File: src/rtl/mem_arb_pkg.sv
// Shared types for the CPU / programming-controller memory port arbiter.
package mem_arb_pkg;
  typedef enum logic [1:0] {
    ST_IDLE = 2'd0,
    ST_CMD  = 2'd1,
    ST_RESP = 2'd2
  } arb_state_e;

  localparam logic OWNER_CPU = 1'b0;
  localparam logic OWNER_PRG = 1'b1;
endpackage

File: src/rtl/rr_arbiter2.sv
// Two-input round-robin arbiter; index 0 = CPU, 1 = programming.
module rr_arbiter2
  import mem_arb_pkg::*;
(
  input  logic       clk,
  input  logic       rst,
  input  logic [1:0] req,
  input  logic [1:0] mask,
  input  logic       take,
  output logic [1:0] gnt
);
  logic       last;
  logic [1:0] elig;

  assign elig = req & mask;

  // Contested: favour whichever side did not win last time.
  always_comb begin
    gnt = elig;
    if (elig == 2'b11) gnt = (last == OWNER_PRG) ? 2'b01 : 2'b10;
  end

  always_ff @(posedge clk or posedge rst) begin
    if (rst)                last <= OWNER_PRG;
    else if (take && |gnt)  last <= gnt[1];
  end
endmodule

File: src/rtl/mem_port_arbiter.sv
// Shares one synchronous single-port memory between a CPU and a programming
// controller; one transaction per IDLE -> CMD -> RESP pass.
module mem_port_arbiter
  import mem_arb_pkg::*;
#(
  parameter int MEM_ADDR_WIDTH = 10,
  parameter int MEM_DATA_WIDTH = 32
) (
  input  logic                      clk,
  input  logic                      rst,
  input  logic                      cpu_req_valid,
  input  logic                      cpu_req_we,
  input  logic [MEM_ADDR_WIDTH-1:0] cpu_req_addr,
  input  logic [MEM_DATA_WIDTH-1:0] cpu_req_wdata,
  output logic                      cpu_req_ready,
  output logic                      cpu_rsp_valid,
  output logic [MEM_DATA_WIDTH-1:0] cpu_rsp_rdata,
  input  logic                      prg_req_valid,
  input  logic                      prg_req_we,
  input  logic [MEM_ADDR_WIDTH-1:0] prg_req_addr,
  input  logic [MEM_DATA_WIDTH-1:0] prg_req_wdata,
  output logic                      prg_req_ready,
  output logic                      prg_rsp_valid,
  output logic [MEM_DATA_WIDTH-1:0] prg_rsp_rdata,
  input  logic                      prg_lock,
  output logic                      mem_en,
  output logic                      mem_we,
  output logic [MEM_ADDR_WIDTH-1:0] mem_addr,
  output logic [MEM_DATA_WIDTH-1:0] mem_wdata,
  input  logic [MEM_DATA_WIDTH-1:0] mem_rdata,
  output logic                      owner,
  output logic                      busy
);
  arb_state_e                state;
  logic                      r_we;
  logic [MEM_ADDR_WIDTH-1:0] r_addr;
  logic [MEM_DATA_WIDTH-1:0] r_wdata;
  logic [1:0]                gnt;
  logic                      take;
  logic                      in_resp;

  // Ready is gated by rst so every output reads 0 while reset is held.
  assign take = (state == ST_IDLE) && !rst;

  rr_arbiter2 u_rr (
    .clk  (clk),
    .rst  (rst),
    .req  ({prg_req_valid, cpu_req_valid}),
    .mask ({1'b1, ~prg_lock}),
    .take (take),
    .gnt  (gnt)
  );

  assign cpu_req_ready = take && gnt[0];
  assign prg_req_ready = take && gnt[1];

  always_ff @(posedge clk or posedge rst) begin
    if (rst) begin
      state   <= ST_IDLE;
      r_we    <= 1'b0;
      r_addr  <= '0;
      r_wdata <= '0;
      owner   <= OWNER_CPU;
    end else begin
      case (state)
        ST_IDLE: if (|gnt) begin
          r_we    <= gnt[1] ? prg_req_we    : cpu_req_we;
          r_addr  <= gnt[1] ? prg_req_addr  : cpu_req_addr;
          r_wdata <= gnt[1] ? prg_req_wdata : cpu_req_wdata;
          owner   <= gnt[1];
          state   <= ST_CMD;
        end
        ST_CMD:  state <= ST_RESP;
        default: state <= ST_IDLE;
      endcase
    end
  end

  assign busy      = (state != ST_IDLE);
  assign mem_en    = (state == ST_CMD);
  assign mem_we    = (state == ST_CMD) && r_we;
  assign mem_addr  = r_addr;
  assign mem_wdata = r_wdata;

  assign in_resp       = (state == ST_RESP);
  assign cpu_rsp_valid = in_resp && (owner == OWNER_CPU);
  assign prg_rsp_valid = in_resp && (owner == OWNER_PRG);
  assign cpu_rsp_rdata = (cpu_rsp_valid && !r_we) ? mem_rdata : '0;
  assign prg_rsp_rdata = (prg_rsp_valid && !r_we) ? mem_rdata : '0;
endmodule

File: config.mk
export PLATFORM = sky130hd
export DESIGN_NAME = mem_port_arbiter
export DESIGN_NICKNAME = d
export VERILOG_FILES = /design/src/rtl/mem_arb_pkg.sv /design/src/rtl/rr_arbiter2.sv /design/src/rtl/mem_port_arbiter.sv
export SDC_FILE = /design/constraint.sdc
export NUM_CORES = 1
export LEC_CHECK = 0
export BUFFER_PORTS_ARGS = -buffer_cell sky130_fd_sc_hd__buf_2
export CAP_MARGIN = 20
export CORE_MARGIN = 1.5
export CORE_UTILIZATION = 37
export CTS_CLUSTER_DIAMETER = 200
export CTS_CLUSTER_SIZE = 12
export DETAILED_ROUTE_END_ITERATION = 12
export GPL_ROUTABILITY_DRIVEN = 0
export PLACE_DENSITY_LB_ADDON = 0.2
export SYNTH_ARGS = -nofsm -noshare
export SYNTH_HDL_FRONTEND = slang
export SYNTH_SLANG_ARGS = --single-unit
File: constraint.sdc
create_clock -name clk -period 1.5 [get_ports clk]
set_input_delay 0.3 -clock clk [delete_from_list [all_inputs] [get_ports clk]]
set_output_delay 0.3 -clock clk [all_outputs]
set_load 0.1 [all_outputs]
==> impl_metrics.env, run 1 <==
export IMPL_areaGrowthSynthToFinish_pct=89.68
export IMPL_drive_above_1_share=0.6512
export IMPL_p_clk_frac=0.058
export IMPL_synth_edf_count=0
export IMPL_grt_overflow_total=0
export IMPL_drc=0
export IMPL_synth_top_cell_area_share=0.3503
export IMPL_viasPerCell=5.474
export IMPL_die_w_um=97.24
export IMPL_die_area_mm2=0.009455
export IMPL_syn_avg_cell_area_um2=9.442
export IMPL_crit_type="reg2out"
export IMPL_slowest_delay_ns=0.51
export IMPL_grt_pass1_vias=3770
export IMPL_final_common_cell="buf_2"
export IMPL_antenna_left=0
export IMPL_synth_cells=348
export IMPL_maxCapViolCount=0
export IMPL_finalNonFillerCells=690
export IMPL_final_setup_skew_ns=0.01062
export IMPL_final_max_slew_viol_count=0
export IMPL_final_cell_mix="buf_2, buf_12, dfrtp_1"
export IMPL_post_route_util=0.7181
export IMPL_intPower_mw=5.517
export IMPL_clk_pin_slew_worst_paths_ns=0.09
export IMPL_start_kind="flop"
export IMPL_peakVddDrop_mv=1.705
export IMPL_synth_area_top_cells="dfrtp_1, and2_1, a221oi_1"
export IMPL_violations="negative setup slack"
export IMPL_yosys_warnings=0
export IMPL_nNetsFinal=704
export IMPL_cp_max_fo=16
export IMPL_finalCriticalPeriod_ns=2.057
export IMPL_htreeDepth=2
export IMPL_std_cell_rows=34
export IMPL_pin_count=237
export IMPL_cts_buffers=5
export IMPL_die_y_um=97.24
export IMPL_ys_seq_elements=47
export IMPL_ys_flop_type="dfrtp_1"
export IMPL_root_buffer="clkbuf_8"
export IMPL_cts_buffer_depth=2
export IMPL_path_cells="nor3b_4 -> and2b_2 -> buf_4 -> buf_16 -> and2_4 -> buf_12"
export IMPL_crit_buf_inv=3
export IMPL_fmax_mhz=486.1
export IMPL_start_util=0.3786
export IMPL_antenna_found_initial=0
export IMPL_drtIter0Drc=263
export IMPL_whs_ns=0.04177
export IMPL_grt_max_degree=61
export IMPL_synth_area_leader_cell="dfrtp_1"
export IMPL_seqPwrFrac=0.167
export IMPL_run_status="finished with violations"
export IMPL_ys_seq_area_frac=0.3583
export IMPL_comb_power_share=0.776
export IMPL_worst_pin_slew_ns=0.5147
export IMPL_num_fill_cells=631
export IMPL_slowest_stage="dfrtp_4"
export IMPL_synthArstFlopShare=1.000
export IMPL_io_buffers=236
export IMPL_power_switching_mw=8.677
export IMPL_end_kind="output pin"
export IMPL_wl_um=12480
export IMPL_vias=3777
export IMPL_power_density_mw_per_mm2=2278
export IMPL_synth_area_mm2=0.003286
export IMPL_cts_tree="done"
export IMPL_syn_num_nets=471
export IMPL_cts_sinks=47
export IMPL_place_ws_ns=-0.2590
export IMPL_crit_required_ns=1.20
export IMPL_period_share=1.372
export IMPL_final_hold_viol_count=0
export IMPL_cts_hold_buf=0
export IMPL_grt_pass1_wl_um=19840
export IMPL_cp_top_family="simple AND/OR/NAND/NOR gates"
export IMPL_core_area_mm2=0.008678
export IMPL_yosysUniqueCellTypes=29
export IMPL_cp_data_arrival_time_ns=1.76
export IMPL_swShare=0.6113
export IMPL_rsz0062_at_grt="yes"
export IMPL_setup_violations=116
export IMPL_drt_wirelength_per_cell_um=18.09
export IMPL_dr_pass1_iters=4
export IMPL_hp_class="in2async"
export IMPL_insertion_delay_ns=0.30
export IMPL_hpwlAfterDp_um=9192
export IMPL_power_leakage_nw=2.775
export IMPL_place_inst=673
export IMPL_slew_headroom=0.6592
export IMPL_grt_total_usage=0.2588
export IMPL_fin_ws_ns=-0.5573
export IMPL_num_antenna_cells=0
==> registers in the layout, summed over array words and instances (netlist names) <==
name       flops
mem_wdata     32
mem_addr      10
state          2
owner          1
r_we           1
u_rr.last      1
==> metal layers <==
| layer | GRT usage | wire length [µm] | up-vias |
|---|---|---|---|
| li1 | - | - | 1743 |
| met1 | 0.3114 | 4899 | 1836 |
| met2 | 0.4739 | 6654 | 180 |
| met3 | 0.04029 | 697 | 18 |
| met4 | 0.07802 | 232 | 0 |
| met5 | 0 | 0 | - |
==> power by group through the flow <==
stage                     logic [mW]  clock network (mW)  registers (mW)
after floorplan                 4.08                   0            6.56
after global placement          10.5                   0            2.35
after detailed placement        10.6                   0            2.36
after CTS                       11.0               0.844            2.36
after global routing            11.4               0.887            2.46
final                           11.0               0.817            2.37
==> synthesized netlist by cell type (2+ instances only) <==
cell / number
a221oi_1: 41
and2_1: 108
a221oi_2: 2
a2bb2oi_2: 12
a2bb2oi_1: 31
inv_1: 2
buf_6: 6
dfrtp_1: 46
buf_2: 7
and3b_1: 2
o21ai_0: 43
clkbuf_1: 29
nor2b_1: 3
==> worst paths after layout <==
| kind | start | slack, ns | to | cells past startpoint |
|---|---|---|---|---|
| min in group clk | cpu_req_addr[8] | 0.25 | mem_addr[8]$_DFFE_PP0P_ | 3 |
| worst min register to register | state[1]$_DFFE_PP0P_ | 0.50 | state[1]$_DFFE_PP0P_ | 1 |
| worst min-delay path | rst | 0.04 | mem_addr[3]$_DFFE_PP0P_ | 2 |
| worst max-delay path | owner$_DFFE_PP0P_ | -0.56 | cpu_rsp_rdata[10] | 6 |
| max in group asynchronous | rst | 0.96 | u_rr.last$_DFFE_PP1P_ | 3 |
| worst max register to register | state[0]$_DFFE_PP0P_ | -0.09 | mem_wdata[22]$_DFFE_PP0P_ | 4 |
==> through the flow <==
stage               TNS (ns)  area (µm²)  power [mW]
floorplan             -69.78        3490       10.63
global placement      -15.22        5919       12.85
detailed placement    -18.62        5919       12.98
CTS                   -38.30        6180       14.16
global route          -45.96        6232       14.71
finish                -38.03        6232       14.19
==> cell families (layout without fill, tap and decap cells) <==
group           count (synthesis)  in the layout  share of synthesized area
flops                          47             47                     0.3583
simple gates                  120            120                     0.2304
mux                             1              1                   0.003427
compound gates                133            133                     0.3340
buf+inv                        47            281                    0.07387
==> cell type report <==
cell class                      count  area (µm²)  area share
Clock buffer                        7       86.33     0.01385
Sequential cell                    47        1182      0.1897
Clock inverter                      1       8.758    0.001405
Multi-Input combinational cell    254        2107      0.3381
Inverter                            3       11.26    0.001807
Tap cell                          108       135.1     0.02168
Timing Repair Buffer              270        2701      0.4334
==> what timing repair did <==
action                                  in CTS  in global routing
buffers inserted                             7                  3
gates resized for setup                     17                 13
endpoints found under the setup margin     115                117
pin swaps                                    4                  1
gates cloned                                 2                  0
(Power assumes the default switching activity.)
==> run 2: changes to the inputs <==
Settings changed: CORE_UTILIZATION 37 to 42.
Clock period 1.5 ns to 2.2 ns, I/O delays scaled along.
==> impl_metrics.env, run 2 (same netlist as run 1, synthesis figures left out) <==
export IMPL_final_common_cell="buf_2"
export IMPL_start_kind="flop"
export IMPL_slew_headroom=0.6406
export IMPL_fin_ws_ns=0.04128
export IMPL_fin_area_mm2=0.005843
export IMPL_drc=0
export IMPL_grt_pass1_wl_um=20150
export IMPL_start_util=0.4296
export IMPL_power_leakage_nw=2.608
export IMPL_power_density_mw_per_mm2=1567
export IMPL_place_ws_ns=0.2484
export IMPL_finalCriticalPeriod_ns=2.159
export IMPL_cts_sinks=47
export IMPL_r2r_slack_ns=0.50
export IMPL_worst_pin_slew_ns=0.5428
export IMPL_cts_hold_buf=0
export IMPL_fmax_mhz=463.2
export IMPL_crit_required_ns=1.76
export IMPL_run_status="finished clean"
export IMPL_postPlaceCellArea_mm2=0.005700
export IMPL_grt_total_usage=0.3055
export IMPL_end_kind="output pin"
export IMPL_finalPower_mw=9.157
export IMPL_die_w_um=91.45
export IMPL_die_area_mm2=0.008362
export IMPL_cts_tree="done"
export IMPL_areaGrowthSynthToFinish_pct=77.84
export IMPL_nNetsFinal=689
export IMPL_setup_violations=0
export IMPL_crit_type="reg2out"
export IMPL_hp_class="in2async"
export IMPL_antenna_found_initial=1
export IMPL_drtIter0Drc=166
export IMPL_grt_pass1_vias=3745
export IMPL_rsz0062_at_grt="yes"
export IMPL_pin_count=237
export IMPL_largest_register_ff_count=32
export IMPL_root_buffer="clkbuf_8"
export IMPL_clk_pin_slew_worst_paths_ns=0.09
export IMPL_viasPerCell=5.651
export IMPL_cts_buffer_depth=2
export IMPL_timing_rr_start="state[1]$_DFFE_PP0P_"
export IMPL_rr_endpoint="mem_wdata[1]$_DFFE_PP0P_"
export IMPL_io_buffers=236
export IMPL_hpwlAfterDp_um=9647
export IMPL_htreeDepth=2
export IMPL_dr_pass1_iters=4
export IMPL_post_route_util=0.7641
export IMPL_final_setup_skew_ns=0.005916
export IMPL_cts_buffers=5
export IMPL_drt_wirelength_per_cell_um=19.73
export IMPL_final_max_slew_viol_count=0
export IMPL_grt_max_degree=52
export IMPL_wl_um=13220
export IMPL_antenna_left=0
export IMPL_r2r_cells=4
export IMPL_period_share=0.9812
export IMPL_grt_overflow_total=0
export IMPL_crit_start="owner$_DFFE_PP0P_"
export IMPL_core_area_mm2=0.007647
export IMPL_die_y_um=91.45
export IMPL_maxCapViolCount=0
export IMPL_drive_above_1_share=0.6296
export IMPL_peakVddDrop_mv=1.202
export IMPL_final_hold_viol_count=0
export IMPL_final_cell_mix="buf_2, buf_12, dfrtp_1"
export IMPL_std_cell_rows=32
export IMPL_cp_data_arrival_time_ns=1.72
export IMPL_cp_max_fo=16
export IMPL_insertion_delay_ns=0.29
export IMPL_vias=3786
-- run 2: cell count changes in the layout (fill, tap and decap cells not counted), moves of 3 or more --
cell,previous run,this run
buf_6,5,2
a221oi_2,9,2
a221oi_1,34,41
buf_12,81,69
and2_2,24,33
buf_4,17,14
buf_2,164,169
and2_4,41,32
-- run 2: routing by layer --
layer / up-vias / wire length [µm] / global-route usage
met4: 0 / 514 / 0.1341
met2: 186 / 6899 / 0.5342
met5: - / 0 / 0
met3: 30 / 870 / 0.05779
met1: 1852 / 4936 / 0.3622
li1: 1718 / - / -
-- run 2: per-stage QoR --
stage / std cells / hold WS (ns) / setup TNS [ns]
final: 670 / 0.2185 / 0
after global routing: 670 / 0.2489 / -1.005
after CTS: 668 / 0.2218 / 0
after detailed placement: 659 / 0.5116 / 0
after global placement: 659 / 0.5023 / 0
after floorplan: 348 / 0.4824 / -32.22
-- run 2: worst max path at each step --
stage          slack (ns)           endpoint  cells after the start
6_report             0.04  cpu_rsp_rdata[19]                      5
5_1_grt             -0.03   cpu_rsp_rdata[6]                      5
4_1_cts             0.008   cpu_rsp_rdata[0]                      5
3_5_place_dp         0.25  prg_rsp_rdata[25]                      5
3_3_place_gp         0.33   prg_rsp_rdata[5]                      5
2_1_floorplan       -0.56  cpu_rsp_rdata[10]                      4
-- run 2: cell type report --
class                   instances  area [µm²]
flip-flops and latches         47        1182
repair buffers                255        2380
clock inverters                 2       12.51
fillers                       504        1804
clock buffers                   6       72.57
inverters                       3       11.26
well taps                     102       127.6
multi-input cells             254        2054
diodes                          1       2.502
-- run 2: report_power, final --
group          switching, mW  total (mW)  internal [mW]
sequential             0.310        1.63           1.32
clock                  0.302       0.525          0.223
combinational           5.22        7.01           1.79
-- run 2: timing repair --
action / 4_1_cts / 5_1_grt
gates cloned: 1 / 1
resized for setup: 5 / 5
buffers inserted: 0 / 0
setup endpoints to repair: 32 / 65
-- run 2: worst max-delay path, stage by stage (launching register included) --
cell and delay [ns]:
dfrtp_4 0.51, nor3b_4 0.19, and2b_2 0.22, clkbuf_16 0.18, and2_4 0.15, buf_12 0.17
